**src/rtl/clk_period_meas.sv**
```systemverilog
// clk_period_meas: measures tick_i rising-edge period in clk_i cycles, valid/ready output
module clk_period_meas #(
  parameter int CNT_WIDTH = 32
) (
  input  logic                 clk_i,
  input  logic                 rst_ni,
  input  logic                 en_i,
  input  logic                 tick_i,
  input  logic                 clear_i,
  output logic [CNT_WIDTH-1:0] period_o,
  output logic                 valid_o,
  input  logic                 ready_i,
  output logic                 sat_o,
  output logic                 overrun_o
);
  typedef enum logic {IDLE, MEASURE} state_t;
  state_t               state_q;
  logic                 tick_q;
  logic [CNT_WIDTH-1:0] cnt_q;
  logic                 ev, cnt_max, res, load;
  assign ev      = tick_i & ~tick_q;
  assign cnt_max = &cnt_q;
  assign res     = (state_q == MEASURE) & en_i & ev;
  assign load    = res & (~valid_o | ready_i);
  // edge detector, arming FSM and saturating cycle counter
  always_ff @(posedge clk_i) begin
    if (!rst_ni) begin
      tick_q  <= 1'b0;
      state_q <= IDLE;
      cnt_q   <= '0;
    end else begin
      tick_q <= tick_i;
      if (state_q == IDLE) begin
        cnt_q   <= '0;
        state_q <= (en_i & ev) ? MEASURE : IDLE;
      end else if (!en_i) begin
        cnt_q   <= '0;
        state_q <= IDLE;
      end else begin
        cnt_q <= ev ? '0 : cnt_q + {{(CNT_WIDTH-1){1'b0}}, ~cnt_max};
      end
    end
  end
  // result register with back-to-back handshake and sticky overrun
  always_ff @(posedge clk_i) begin
    if (!rst_ni) begin
      period_o  <= '0;
      sat_o     <= 1'b0;
      valid_o   <= 1'b0;
      overrun_o <= 1'b0;
    end else begin
      if (load) begin
        period_o <= cnt_q + {{(CNT_WIDTH-1){1'b0}}, ~cnt_max};
        sat_o    <= cnt_max;
      end
      valid_o   <= load | (valid_o & ~ready_i);
      overrun_o <= (res & ~load) | (overrun_o & ~clear_i);
    end
  end
endmodule

```
**config.mk**
```make
export PLATFORM = sky130hd
export DESIGN_NAME = clk_period_meas
export DESIGN_NICKNAME = d
export VERILOG_FILES = /design/src/rtl/clk_period_meas.sv
export SDC_FILE = /design/constraint.sdc
export NUM_CORES = 1
export LEC_CHECK = 0
export BUFFER_PORTS_ARGS = -buffer_cell sky130_fd_sc_hd__buf_4
export CAP_MARGIN = 20
export CORE_ASPECT_RATIO = 1.25
export CORE_MARGIN = 1.5
export CORE_UTILIZATION = 45
export DETAILED_ROUTE_END_ITERATION = 10
export PLACE_DENSITY = 0.71
export SLEW_MARGIN = 20
export SYNTH_ARGS = -nofsm -noshare
export SYNTH_HDL_FRONTEND = slang
export SYNTH_SLANG_ARGS = --single-unit
```
**constraint.sdc**
```tcl
create_clock -name clk_i -period 3.5 [get_ports clk_i]
set_input_delay 0.7 -clock clk_i [delete_from_list [all_inputs] [get_ports clk_i]]
set_output_delay 0.7 -clock clk_i [all_outputs]
set_load 0.01 [all_outputs]
```
==> summary.md, run 1 <==
| Metric | Value |
|---|---|
| First-pass DRT Iterations | 4 |
| Final Hold Vio Count | 0 |
| Achievable frequency | 324 MHz |
| Post-route DRC | 0 |
| Fraction of registers with async set/reset | 0% |
| Die Y | 91.7 um |
| HPWL after DPL | 4210 um |
| Initial Util | 46.3% |
| Final WL | 6220 um |
| Synth top area share | 48.7% |
| YS warnings | 0 |
| Worst setup margin | 0.412 ns |
| Post-synth top area cell | dfxtp_1 |
| RSZ-0062 raised after global routing | false |
| Worst path required time | 3.71 ns |
| VDD IR max | 0.268 mV |
| Total Routing Usage GR | 20.2% |
| Share of cells above drive strength 1 | 18.9% |
| Main flop type after synthesis | dfxtp_1 |
| Period utilisation layout | 88.2% |
| Die area | 6790 um^2 |
| Crit path max fanout | 27 |
| Fin. max-slew vios | 0 |
| Netlist cell types | 35 |
| Synth cell count leaders | 69 x dfxtp_1, 29 x o21ai_0, 26 x a21oi_1, 26 x nor2_1 |
| Gr ovfl total | 0 |
| Slew @ Worst Pin | 0.622 ns |
| Inserted Diodes | 0 |
| Post-synth EDFFs | 0 |
| Number of synthesized register bits | 69 |
| # clock sinks | 69 |
| Via-per-instance ratio | 5.64 |
| Final core utilization | 55.9% |
| Area of the core | 6130 um^2 |
| Slew margin rel. | 58.6% |
| Fin nets | 358 |
| Min-delay src | sat_o |
| Min Clock Period, post-route | 3.09 ns |
| H-tree levels | 3 |
| Reg2reg start | cnt_q[4] |
| Clk root buf | clkbuf_8 |
| Maxcap violations | 0 |
| Total power | 1610 uW |
| Filler instances | 589 |
| Post-CTS Resized | 0 |
| Crit path DAT | 3.30 ns |
| Placement Rows | 32 |
| Syn Inst Count | 317 |
| Setup crit start | cnt_q[4] |
| Critical setup path kind | register to register |
| Seq/Total Area, Yosys | 48.7% |
| CTS tree | built |
| Input/output buffers | 40 |
| Worst min-delay path class | register to register |
| Initial antenna violation count | 0 |
| CP endpoint kind | register |
| DRT iter0 DRCs | 168 |
| Mapped Area | 2840 um^2 |
| Worst skew pair latency | 0.35 ns |
| CP Launch Type | register |
| Setup violators final | 0 |
| Vias | 2,482 |
| Setup Skew | 0.00766 ns |
| Area grow syn2layout | 20.7% |
| Vias in the first global route | 2,327 |
| Cts hold-fix bufs | 0 |
| Setup Fix Bufs, Post-CTS | 0 |
| First-pass GRT wire length | 10,500 um |
| Place WS | 0.440 ns |
| Top-Level Pins | 41 |
| Outcome | completed |
| Largest net degree at the start of global routing | 33 |
| Pleak | 0.00117 uW |
| Post-DRT Antenna Nets | 0 |
| Reg clk slew, reported paths | 0.07 ns |
| Final setup TNS | 0 ns |
| Cell with the most instances after synthesis | dfxtp_1 |
| Pwr dens | 469 nW/um^2 |
| Die Wd | 74.0 um |
| Largest buffer count on any clock path | 2 |
| Avg Inst Size Synth | 8.94 um^2 |
| Post-Synthesis Net Count | 325 |
| WL/cell | 14.1 um |
| Synth area leaders | dfxtp_1 49%, o21ai_0 5.1%, a21oi_1 4.6% |
| Hold_ws | 0.478 ns |
| Gpl congestion | 1.00 |
| Cts bufs inserted | 9 |
[final timing paths]
kind | cells past startpoint | slack (ns) | end
hold / removal | 2 | 0.48 | sat_o
hold reg to reg | 2 | 0.48 | sat_o
setup reg to reg | 10 | 0.41 | cnt_q[16]
setup / recovery | 10 | 0.41 | cnt_q[16]
[per-stage QoR]
stage,cells,cell area (um^2)
2_1_floorplan,317,2840
3_3_place_gp,424,3180
3_5_place_dp,424,3180
4_1_cts,440,3420
5_1_grt,440,3420
6_report,440,3420
[layout make-up]
type | count | area [um^2] | share of cell area (%)
well taps | 85 | 106 | 3.11
multi-input cells | 222 | 1350 | 39.4
clock inverters | 3 | 65.1 | 1.90
flip-flops and latches | 69 | 1380 | 40.4
inverters | 5 | 18.8 | 0.548
repair buffers | 43 | 323 | 9.43
clock buffers | 13 | 179 | 5.23
[registers in the layout, indices dropped and copies added (netlist names)]
signal	cells
cnt_q	32
period_o	32
overrun_o	1
sat_o	1
state_q	1
tick_q	1
valid_o	1
[logic make-up (layout without fill, tap and decap cells)]
kind of cell    Yosys count  count (layout)  share of synthesized area [%]
compound gates           96              96                           19.9
buf+inv                  26              64                           3.97
mux                       2               2                          0.706
xor+xnor                 11              11                           3.40
simple gates            111             111                           22.4
fa+ha+maj                 2               2                          0.882
flops                    69              69                           48.7
[critical path: stages, from the launching register on]
cell	delay (ns)
dfxtp_1	0.46
nand4_4	0.17
or4_4	0.69
nor3_1	0.24
nand4_1	0.13
ha_1	0.25
ha_1	0.23
and3_1	0.28
nand2_1	0.25
or4b_2	0.19
a21oi_1	0.06
[routing by layer]
layer	track usage (%)	vias to the layer above	part of all wire, %
met5	0	-	0
met4	14.7	0	3.8
met3	3.41	18	4.7
met2	31.4	67	47
met1	24.6	1147	44
li1	-	1250	-
[power breakdown]
part	switching (uW)	leakage, uW	internal [uW]
clock	293	0.000126	478
combinational	21.1	0.000486	17.9
sequential	3.88	0.000557	793
total	318	0.00117	1290
[cell usage in the layout (no fill, tap or decap), drive strengths merged]
master / n
a211oi: 6
nor2b: 2
a31oi: 19
o21ai: 29
buf: 43
nand2b: 1
or3: 4
and4: 5
xor2: 5
or4b: 1
nor2: 26
or2: 1
a31o: 1
a21oi: 26
and3: 2
nand3: 18
nor4: 4
and2: 4
bufinv: 2
mux2i: 2
nand4: 10
clkbuf: 13
ha: 2
clkinv: 2
nor3: 3
o31ai: 13
nand2: 13
xnor2: 6
or4: 16
o211a: 1
o32ai: 1
dfxtp: 69
inv: 4
nand4b: 1
No activity file was read; power rests on OpenSTA's default activity.
==> inputs of run 2 (changes only) <==
--- a/config.mk
+++ b/config.mk
@@ -11,8 +11,11 @@
 export CORE_MARGIN = 1.5
 export CORE_UTILIZATION = 45
 export DETAILED_ROUTE_END_ITERATION = 10
+export GPL_ROUTABILITY_DRIVEN = 0
 export PLACE_DENSITY = 0.71
+export RECOVER_POWER = 100
 export SLEW_MARGIN = 20
 export SYNTH_ARGS = -nofsm -noshare
 export SYNTH_HDL_FRONTEND = slang
 export SYNTH_SLANG_ARGS = --single-unit
+export TNS_END_PERCENT = 1
==> run 2 against run 1 <==
  * Power down 0.24%
  * First-iteration DRC count down 4.8%
  * Register-to-register slack about the same
  * Clock power about the same
  * Via count about the same
  * Sequential power about the same
  * Critical path type unchanged
==> summary.md, run 2 (synthesis results as in run 1) <==
| Metric | Value |
|---|---|
| Post-Place Cells | 424 (unchanged) |
| Filler instances | 606 (was 589) |
| Total Routing Usage GR | 20.2% (unchanged) |
| Initial antenna violation count | 0 (unchanged) |
| Pleak | 0.00101 uW (was 0.00117 uW) |
| Largest delay share family, worst path | simple AND/OR/NAND/NOR gates (unchanged) |
| Largest buffer count on any clock path | 2 (unchanged) |
| Crit path DAT | 3.30 ns (about the same) |
| Final setup TNS | 0 ns (unchanged) |
| Input/output buffers | 40 (unchanged) |
| Cts hold-fix bufs | 0 (unchanged) |
| Achievable frequency | 323 MHz (was 324 MHz) |
| Outcome | completed (unchanged) |
| R2r endpoint | cnt_q[16] (unchanged) |
| CP max-delay cell | or4_4 (unchanged) |
| Vias in the first global route | 2,327 (unchanged) |
| Vias | 2,480 (was 2,482) |
| Min-delay src | sat_o (unchanged) |
| CP endpoint kind | register (unchanged) |
| CP Launch Type | register (unchanged) |
| Hold Path Depth | 2 (unchanged) |
| Worst min-delay path class | register to register (unchanged) |
| H-tree levels | 3 (unchanged) |
| Post-route DRC | 0 (unchanged) |
| Max incr delay on CP | 0.69 ns (about the same) |
| Worst path required time | 3.71 ns (about the same) |
| Cts bufs inserted | 9 (unchanged) |
| Reg2Reg Setup Slack | 0.41 ns (about the same) |
| Share of cells above drive strength 1 | 8.17% (was 18.9%) |
| RSZ-0062 raised after global routing | false (unchanged) |
| R2R depth | 10 (unchanged) |
| WP depth | 10 (unchanged) |
| Final WL | 6210 um (was 6220 um) |
| Pwr dens | 489 nW/um^2 (was 469 nW/um^2) |
| Critical setup path kind | register to register (unchanged) |
| Min Clock Period, post-route | 3.09 ns (about the same) |
| Area grow syn2layout | 15.7% (was 20.7%) |
| Inserted Diodes | 0 (unchanged) |
| Gr ovfl total | 0 (unchanged) |
| Post-DRT Antenna Nets | 0 (unchanged) |
| Die area | 6790 um^2 (unchanged) |
| Largest net degree at the start of global routing | 33 (unchanged) |
| Largest registers | cnt_q (32), period_o (32) (unchanged) |
| Reg2reg start | cnt_q[4] (unchanged) |
| First-pass DRT Iterations | 4 (unchanged) |
| WL/cell | 14.1 um (about the same) |
| Maxcap violations | 0 (unchanged) |
| Fin. max-slew vios | 0 (unchanged) |
| Die Wd | 74.0 um (unchanged) |
| Clk root buf | clkbuf_8 (unchanged) |
| Reg clk slew, reported paths | 0.07 ns (about the same) |
| Most Frequent Cell on Critical Path | ha_1 (unchanged) |
| Commonest non-fill, non-tap cell in the layout | dfxtp_1 (unchanged) |
| Final Hold Vio Count | 0 (unchanged) |
| Top-Level Pins | 41 (unchanged) |
| Worst skew pair latency | 0.35 ns (about the same) |
| Final Non-Filler Cells | 440 (unchanged) |
| First-pass GRT wire length | 10,500 um (unchanged) |
| Commonest cells after routing, fill and taps aside | 69 x dfxtp_1, 36 x clkbuf_1, 29 x o21ai_0 (was 69 x dfxtp_1, 43 x buf_4, 29 x o21ai_0) |
| Cells along the critical path | nand4_4, or4_4, nor3_1, nand4_1, ha_1, ha_1, and3_1, nand2_1, or4b_2, a21oi_1 (unchanged) |
| Crit path max fanout | 27 (unchanged) |
| Setup Fix Bufs, Post-CTS | 0 (unchanged) |
| Hold endpoint | sat_o (unchanged) |
| HPWL after DPL | 4210 um (unchanged) |
| Setup violators final | 0 (unchanged) |
| Slew @ Worst Pin | 1.14 ns (was 0.622 ns) |
| Setup Skew | 0.00832 ns (was 0.00766 ns) |
| Area of the core | 6130 um^2 (unchanged) |
| # clock sinks | 69 (unchanged) |
| DRT iter0 DRCs | 160 (was 168) |
| Post-CTS Resized | 0 (unchanged) |
| WP buf/inv | 0 (unchanged) |
| Placement Rows | 32 (unchanged) |
| Fin nets | 358 (unchanged) |
| Period utilisation layout | 88.4% (was 88.2%) |
| Slew margin rel. | 24.0% (was 58.6%) |
| Initial Util | 46.3% (unchanged) |
| Via-per-instance ratio | 5.64 (about the same) |
| VDD IR max | 0.268 mV (about the same) |
| CTS tree | built (unchanged) |
| Die Y | 91.7 um (unchanged) |
==> run 2: cell count changes in the layout (fill, tap and decap cells not counted), sizes merged <==
cell,before,now
buf,43,7
clkbuf,13,49
==> run 2: worst register-to-register path: stages (launching register included) <==
cell and delay, ns:
dfxtp_1 0.46, nand4_4 0.17, or4_4 0.69, nor3_1 0.24
nand4_1 0.13, ha_1 0.24, ha_1 0.23, and3_1 0.28
nand2_1 0.26, or4b_2 0.19, a21oi_1 0.06
==> run 2: where the power goes <==
group | internal (uW) | total, uW | leakage (uW) | switching, uW
logic | 12.4 | 33.6 | 0.000330 | 21.1
registers | 793 | 796 | 0.000557 | 3.72
clock network | 478 | 772 | 0.000126 | 295
==> run 2: worst max-delay path by stage <==
stage	from	end	slack [ns]
2_1_floorplan	cnt_q[4]	period_o[16]	0.38
3_3_place_gp	cnt_q[4]	period_o[16]	0.51
3_5_place_dp	cnt_q[4]	cnt_q[16]	0.44
4_1_cts	cnt_q[4]	cnt_q[16]	0.42
5_1_grt	cnt_q[4]	period_o[18]	0.24
6_report	cnt_q[4]	cnt_q[16]	0.41
==> run 2: area by class of cell <==
type | count | area (um^2) | share of cell area, %
clock inverter | 3 | 65.1 | 1.98
tap | 85 | 106 | 3.24
clock buffer | 13 | 179 | 5.46
multi-input combinational | 222 | 1340 | 40.9
sequential | 69 | 1380 | 42.1
inverter | 5 | 18.8 | 0.572
timing repair buffer | 43 | 188 | 5.72
==> run 2: metrics by stage <==
step                setup WS [ns]  utilization, %  area (um^2)  hold WS [ns]  total power, uW
floorplan                   0.384               -         2840         0.477              835
global placement            0.510            51.9         3180         0.464              854
global route                0.237            53.5         3280         0.511             1660
CTS                         0.424            55.9         3420         0.485             1620
detailed placement          0.440            51.9         3180         0.475              854
finish                      0.406            53.5         3280         0.477             1600
==> run 2: metal layers <==
| metal | GRT usage [%] | wire (um) |
|---|---|---|
| met2 | 31.4 | 2950 |
| met5 | 0 | 0 |
| met1 | 24.6 | 2790 |
| met3 | 3.41 | 241 |
| met4 | 14.7 | 235 |
